File: config.mk
export PLATFORM = sky130hd
export DESIGN_NAME = plic_prio
export DESIGN_NICKNAME = d
export VERILOG_FILES = /design/src/rtl/plic_pkg.sv /design/src/rtl/plic_gateway.sv /design/src/rtl/plic_prio.sv
export SDC_FILE = /design/constraint.sdc
export NUM_CORES = 1
export LEC_CHECK = 0
export ABC_CLOCK_PERIOD_IN_PS = 9900
export CAP_MARGIN = 20
export CORE_MARGIN = 4
export CORE_UTILIZATION = 48
export DETAILED_ROUTE_END_ITERATION = 6
export PLACE_DENSITY = 0.75
export SLEW_MARGIN = 20
export SYNTH_ARGS = -nofsm -noshare
export SYNTH_HDL_FRONTEND = slang
export SYNTH_HIERARCHICAL = 1
export SYNTH_SLANG_ARGS = --single-unit
File: constraint.sdc
create_clock -name clk -period 9.9 [get_ports clk]
set_clock_uncertainty 0.05 [all_clocks]
set_input_delay 1.98 -clock clk [delete_from_list [all_inputs] [get_ports clk]]
set_output_delay 1.98 -clock clk [all_outputs]
set_load 0.01 [all_outputs]
File: src/rtl/plic_pkg.sv
`default_nettype none
// ============================================================================
// Module      : plic_pkg
// Description : Shared constants and types for the plic_prio interrupt
//               controller: config register map, "no interrupt" ID and the
//               priority container type used by the arbiter.
// Revision    : 1.0 - initial release
// ============================================================================
package plic_pkg;

   // Config register map
   localparam logic [7:0] ADDR_ENABLE    = 8'h00;
   localparam logic [7:0] ADDR_EDGE      = 8'h01;
   localparam logic [7:0] ADDR_THRESHOLD = 8'h02;
   localparam logic [7:0] ADDR_PENDING   = 8'h03;
   localparam logic [7:0] ADDR_INSERVICE = 8'h04;
   localparam logic [7:0] ADDR_PRIO_BASE = 8'h10;

   // ID presented when no source is eligible
   localparam int INT_ID_NONE = 0;

   // Widest priority field supported; per-source priorities are zero-extended
   // into this type for comparison.
   localparam int PRIO_BITS_MAX = 8;
   typedef logic [PRIO_BITS_MAX-1:0] prio_t;

endpackage
`default_nettype wire

File: src/rtl/plic_gateway.sv
`default_nettype none
// ============================================================================
// Module      : plic_gateway
// Description : Per-source interrupt gateway. Holds the previous irq sample
//               for edge detection, the pending bit (level or edge capture)
//               and the in-service bit driven by claim / complete.
// Revision    : 1.0 - initial release
// ============================================================================
module plic_gateway (
   input  logic clk,
   input  logic rst,
   input  logic irq_i,
   input  logic edge_mode_i,
   input  logic claim_i,
   input  logic complete_i,
   output logic pending_o,
   output logic in_service_o
);

   logic irq_prev_q, irq_prev_d;
   logic pending_q, pending_d;
   logic in_service_q, in_service_d;

   // Next-state: claim moves pending into service; a fresh capture wins over
   // the claim-clear so an edge arriving with the claim is not lost.
   always_comb begin
      irq_prev_d   = irq_i;
      pending_d    = pending_q;
      in_service_d = in_service_q;
      if (claim_i) begin
         pending_d    = 1'b0;
         in_service_d = 1'b1;
      end else if (complete_i) begin
         in_service_d = 1'b0;
      end
      if (edge_mode_i) begin
         if (irq_i && !irq_prev_q) begin
            pending_d = 1'b1;
         end
      end else if (irq_i && !in_service_q && !claim_i) begin
         pending_d = 1'b1;
      end
   end

   // State registers
   always_ff @(posedge clk or posedge rst) begin
      if (rst) begin
         irq_prev_q   <= 1'b0;
         pending_q    <= 1'b0;
         in_service_q <= 1'b0;
      end else begin
         irq_prev_q   <= irq_prev_d;
         pending_q    <= pending_d;
         in_service_q <= in_service_d;
      end
   end

   assign pending_o    = pending_q;
   assign in_service_o = in_service_q;

endmodule
`default_nettype wire

File: src/rtl/plic_prio.sv
`default_nettype none
// ============================================================================
// Module      : plic_prio
// Description : Parametrised priority interrupt controller. Config registers,
//               per-source gateways, highest-priority / lowest-ID arbitration
//               and the registered interrupt-taken / ID / wake outputs.
// Revision    : 1.0 - initial release
// ============================================================================
module plic_prio
   import plic_pkg::*;
#(
   parameter int NUM_SRC   = 8,
   parameter int PRIO_BITS = 3,
   parameter int ID_BITS   = $clog2(NUM_SRC + 1)
) (
   input  logic               clk,
   input  logic               rst,
   input  logic [NUM_SRC-1:0] irq_i,
   input  logic               cfg_we_i,
   input  logic [7:0]         cfg_addr_i,
   input  logic [31:0]        cfg_wdata_i,
   output logic [31:0]        cfg_rdata_o,
   input  logic               claim_i,
   input  logic               complete_i,
   input  logic [ID_BITS-1:0] complete_id_i,
   output logic               int_taken_o,
   output logic [ID_BITS-1:0] int_id_o,
   output logic               wake_o
);

   logic [NUM_SRC-1:0]   enable_q, enable_d;
   logic [NUM_SRC-1:0]   edge_q, edge_d;
   logic [PRIO_BITS-1:0] threshold_q, threshold_d;
   logic [PRIO_BITS-1:0] prio_q [NUM_SRC];
   logic [PRIO_BITS-1:0] prio_d [NUM_SRC];

   logic                 int_taken_q, int_taken_d;
   logic [ID_BITS-1:0]   int_id_q, int_id_d;
   logic                 wake_q, wake_d;

   logic [NUM_SRC-1:0]   pending;
   logic [NUM_SRC-1:0]   in_service;
   logic [NUM_SRC-1:0]   claim_vec;
   logic [NUM_SRC-1:0]   complete_vec;
   logic [NUM_SRC-1:0]   eligible;
   logic                 claim_accept;
   prio_t                best_prio;
   logic [ID_BITS-1:0]   best_id;
   logic                 unused_wdata;

   // Upper write-data bits are deliberately ignored
   assign unused_wdata = ^cfg_wdata_i;

   // A claim only counts while something is actually presented
   assign claim_accept = claim_i && int_taken_q;

   generate
      for (genvar k = 0; k < NUM_SRC; k++) begin : g_src
         assign claim_vec[k]    = claim_accept && (int_id_q == ID_BITS'(k + 1));
         assign complete_vec[k] = complete_i && (complete_id_i == ID_BITS'(k + 1));

         plic_gateway u_gateway (
            .clk          (clk),
            .rst          (rst),
            .irq_i        (irq_i[k]),
            .edge_mode_i  (edge_q[k]),
            .claim_i      (claim_vec[k]),
            .complete_i   (complete_vec[k]),
            .pending_o    (pending[k]),
            .in_service_o (in_service[k])
         );
      end
   endgenerate

   // Config register writes; out-of-range bits and unmapped addresses dropped
   always_comb begin
      enable_d    = enable_q;
      edge_d      = edge_q;
      threshold_d = threshold_q;
      for (int k = 0; k < NUM_SRC; k++) begin
         prio_d[k] = prio_q[k];
      end
      if (cfg_we_i) begin
         case (cfg_addr_i)
            ADDR_ENABLE:    enable_d    = cfg_wdata_i[NUM_SRC-1:0];
            ADDR_EDGE:      edge_d      = cfg_wdata_i[NUM_SRC-1:0];
            ADDR_THRESHOLD: threshold_d = cfg_wdata_i[PRIO_BITS-1:0];
            default:        ;
         endcase
         for (int k = 0; k < NUM_SRC; k++) begin
            if (cfg_addr_i == ADDR_PRIO_BASE + 8'(k)) begin
               prio_d[k] = cfg_wdata_i[PRIO_BITS-1:0];
            end
         end
      end
   end

   // Combinational config read-back
   always_comb begin
      cfg_rdata_o = '0;
      case (cfg_addr_i)
         ADDR_ENABLE:    cfg_rdata_o = 32'(enable_q);
         ADDR_EDGE:      cfg_rdata_o = 32'(edge_q);
         ADDR_THRESHOLD: cfg_rdata_o = 32'(threshold_q);
         ADDR_PENDING:   cfg_rdata_o = 32'(pending);
         ADDR_INSERVICE: cfg_rdata_o = 32'(in_service);
         default:        ;
      endcase
      for (int k = 0; k < NUM_SRC; k++) begin
         if (cfg_addr_i == ADDR_PRIO_BASE + 8'(k)) begin
            cfg_rdata_o = 32'(prio_q[k]);
         end
      end
   end

   // Arbitration: scan from highest ID down with >= so the lowest ID wins
   // ties; eligible priorities are always >= 1 so a zero start is safe.
   always_comb begin
      eligible  = '0;
      best_prio = '0;
      best_id   = ID_BITS'(INT_ID_NONE);
      for (int k = NUM_SRC - 1; k >= 0; k--) begin
         eligible[k] = pending[k] && enable_q[k] && !in_service[k] &&
                       (prio_q[k] > threshold_q);
         if (eligible[k] && (prio_t'(prio_q[k]) >= best_prio)) begin
            best_prio = prio_t'(prio_q[k]);
            best_id   = ID_BITS'(k + 1);
         end
      end
   end

   // Output register; blanked on an accepted claim so no stale ID survives
   always_comb begin
      int_taken_d = |eligible;
      int_id_d    = best_id;
      wake_d      = |(pending & enable_q);
      if (claim_accept) begin
         int_taken_d = 1'b0;
         int_id_d    = ID_BITS'(INT_ID_NONE);
      end
   end

   // Config and output registers
   always_ff @(posedge clk or posedge rst) begin
      if (rst) begin
         enable_q    <= '0;
         edge_q      <= '0;
         threshold_q <= '0;
         for (int k = 0; k < NUM_SRC; k++) begin
            prio_q[k] <= '0;
         end
         int_taken_q <= 1'b0;
         int_id_q    <= ID_BITS'(INT_ID_NONE);
         wake_q      <= 1'b0;
      end else begin
         enable_q    <= enable_d;
         edge_q      <= edge_d;
         threshold_q <= threshold_d;
         for (int k = 0; k < NUM_SRC; k++) begin
            prio_q[k] <= prio_d[k];
         end
         int_taken_q <= int_taken_d;
         int_id_q    <= int_id_d;
         wake_q      <= wake_d;
      end
   end

   assign int_taken_o = int_taken_q;
   assign int_id_o    = int_id_q;
   assign wake_o      = wake_q;

endmodule
`default_nettype wire

==> results.py <==
metrics = {
    "setup_path": {
        "crit_fanout": 4,
        "crit_type": "flip-flop to flip-flop",
        "crit_top_cell": "ha_1",
        "cp-start-kind": "flip-flop",
        "r2r-start": "threshold_q[0]$_DFFE_PP0P_",
        "slowest_stage": "dfrtp_1",
        "cp_slowest_stage_delay_ns": 0.41,
        "end_kind": "flip-flop",
        "cp.arrival_ns": 9.89,
        "startpoint": "threshold_q[0]$_DFFE_PP0P_",
        "worst-endpoint-required_ns": 10.10,
    },
    "floorplanning": {
        "row_count": 37,
        "die_y_um": 112,
        "die_area_um2": 12600,
        "io_pins": 95,
        "initial_core_util_pct": 49.9,
        "die_x_um": 112,
        "core_um2": 10400,
    },
    "drt": {
        "vias": 4461,
        "drt_iter0_markers": 331,
        "ant_nets": 0,
        "drcViolationCount": 0,
        "first_pass_iters": 4,
        "routed_via_density": 5.93,
        "drt_wl_total_um": 14600,
        "wire_per_inst_um": 19.4,
    },
    "logic_synthesis": {
        "syn_inst": 541,
        "yosys_warnings": 6,
        "syn_area_um2": 5200,
        "synth_edf_count": 0,
        "ys_ff_latch": 73,
        "synth_area_per_cell_um2": 9.60,
        "synth_top_area_share_pct": 35.2,
        "synth.largest_area_cell": "dfrtp_1",
        "yosys-top-cells-count": "dfrtp_1 (73), nand2_1 (51), ha_1 (42), inv_1 (41), mux2_2 (37)",
        "synth.most_common_cell": "dfrtp_1",
        "synth-seq-area-share_pct": 35.2,
        "synth_async_sr_flop_share_pct": 100,
        "synth_ff_type": "dfrtp_1",
        "ys_types": 65,
        "synth_area_leaders": "dfrtp_1 (35%), ha_1 (10%), mux2_2 (8.0%)",
    },
    "timing": {
        "final.min_clock_period_ns": 9.69,
        "finalSetupViolations": 0,
        "hold_viol": 0,
        "setup_ws_ns": 0.215,
        "max_freq_mhz": 103,
        "worstMarginPinSlew_ns": 0.900,
        "slew_violations": 0,
        "hold_ws_ns": 0.473,
        "slew_headroom_pct": 39.9,
        "finalCritPeriodShare_pct": 97.8,
    },
    "placed_design": {
        "placement.io_buffers": 46,
        "routabilityCongestion": 0.963,
        "post-dp-hpwl_um": 10600,
        "pre_cts_ws_ns": -0.169,
        "dpl_cell_area_um2": 5790,
    },
    "final_layout": {
        "regArea_um2": 1830,
        "multi_input_area_um2": 3280,
        "drive_gt1_share_pct": 22.1,
        "antenna_cells": 0,
        "area_growth_pct": 21.1,
        "nets": 710,
        "final_util_pct": 60.4,
        "filler_cell_count": 860,
        "finalInstanceArea_um2": 6290,
    },
    "grt": {
        "grt_usage_pct": 22.1,
        "grt_pass1_vias": 4304,
        "gr-total-overflow": 0,
        "grt_pass1_wl_um": 22300,
        "grt_max_degree": 50,
        "grt_antenna_before_repair": 0,
    },
    "outcome": {
        "status": "complete, no violations",
    },
    "clock_tree": {
        "cts_buffers": 9,
        "clock_path_buffers": 2,
        "cts_max_level": 3,
        "clk_pin_slew_ns": 0.08,
        "clk-insertion-delay-late_ns": 0.36,
        "holdBufCountCts": 0,
        "cts-root-buf": "clkbuf_8",
        "cts_tree": "yes",
        "numClockSinks": 73,
    },
    "min_path": {
        "hold_path_class": "flip-flop to flip-flop",
        "hp-start": "g_src[0].u_gateway/irq_prev_q$_DFF_PP0_",
    },
    "power_and_ir_drop": {
        "leakagePower_nw": 2.89,
        "ir_drop_v": 0.0000934,
        "p_per_area_nw_per_um2": 124,
    },
    "job": {
        "maxCapViolations": 0,
    },
}
==> cells in the final DEF, fill, tap and decap left out, types with 7 or more instances in the layout <==
cell type and instances:
clkbuf_8 9, and3_1 10, nand3b_1 11, ha_1 37, conb_1 24, nand2b_1 21, buf_4 24, mux2i_1 11
nor2b_1 8, inv_1 38, or4b_1 8, nor4_1 10, nand3_1 15, a21o_2 8, clkdlybuf4s50_1 46, nor2_1 22
mux2_2 36, dfrtp_1 72, nor3_1 7, o21ai_0 16, nand2_1 51, a21oi_1 14
==> per-stage QoR <==
stage	setup TNS (ns)	std cells	power [mW]
after detailed placement	-0.343	724	0.512
after floorplan	0	564	0.453
final	0	752	0.783
after CTS	0	741	0.759
after global placement	0	724	0.505
after global routing	-0.496	752	0.816
==> timing repair <==
item                                    4_1_cts  5_1_grt
endpoints found under the setup margin        3        4
setup buffers                                 1       11
resized for setup                             7       37
pin swaps                                     1       12
==> metal layers <==
metal  track usage, %  up-vias  share of wire (%)
met1             29.9     2152                 42
met4             7.05        0                2.9
met2             36.7      203                 48
li1                 -     2056                  -
met3             3.29       50                6.9
met5                0        -                  0
==> path summary, 6_finish.rpt <==
check | end | slack, ns | cells past startpoint
max | int_id_o[3]$_DFF_PP0_ | 0.21 | 46
min | g_src[0].u_gateway/pending_o$_DFF_PP0_ | 0.47 | 2
min in group asynchronous | g_src[4].u_gateway/pending_o$_DFF_PP0_ | 2.04 | 2
max reg2reg | int_id_o[3]$_DFF_PP0_ | 0.21 | 46
max in group asynchronous | prio_q[1]$_DFFE_PP0P_ | 6.87 | 2
min reg2reg | g_src[0].u_gateway/pending_o$_DFF_PP0_ | 0.47 | 2
==> logic make-up (layout without fill, tap and decap cells) <==
family                   Yosys count  in the layout  share of synthesized area [%]
AO/OA/AOI/OAI                    104            104                           14.9
adder cells (fa/ha/maj)           42             42                           10.1
buffers and inverters             77            129                           7.44
flip-flops                        73             73                           35.2
multiplexers                      56             56                           12.6
other                              1             24                         0.0722
AND/OR/NAND/NOR                  188            188                           19.7
==> area by class of cell <==
cell class	count	share of cell area [%]
clock buffer	9	1.97
tap	136	2.70
sequential	73	29.0
multi-input combinational	414	52.0
timing repair buffer	72	10.5
clock inverter	7	1.23
inverter	41	2.47
==> worst max-delay path, delay by kind of cell (launching register included) <==
family	cells	cell delay (ns)
flops	1	0.41
simple gates	17	2.89
buf+inv	3	0.21
mux	3	0.81
compound gates	15	3.06
fa+ha+maj	8	2.13
==> state kept, by name, indices dropped and copies added, names as in the netlist <==
name / count
edge_q: 8
enable_q: 8
g_src.u_gateway/in_service_o: 8
g_src.u_gateway/irq_prev_q: 8
g_src.u_gateway/pending_o: 8
int_id_o: 4
int_taken_o: 1
prio_q: 24
threshold_q: 3
wake_o: 1
==> report_power, final <==
| part | internal [mW] | switching (mW) |
|---|---|---|
| Clock | 0.119 | 0.129 |
| Combinational | 0.0936 | 0.0972 |
| Sequential | 0.319 | 0.0252 |
Note: power is estimated with default switching activity, not from simulation.
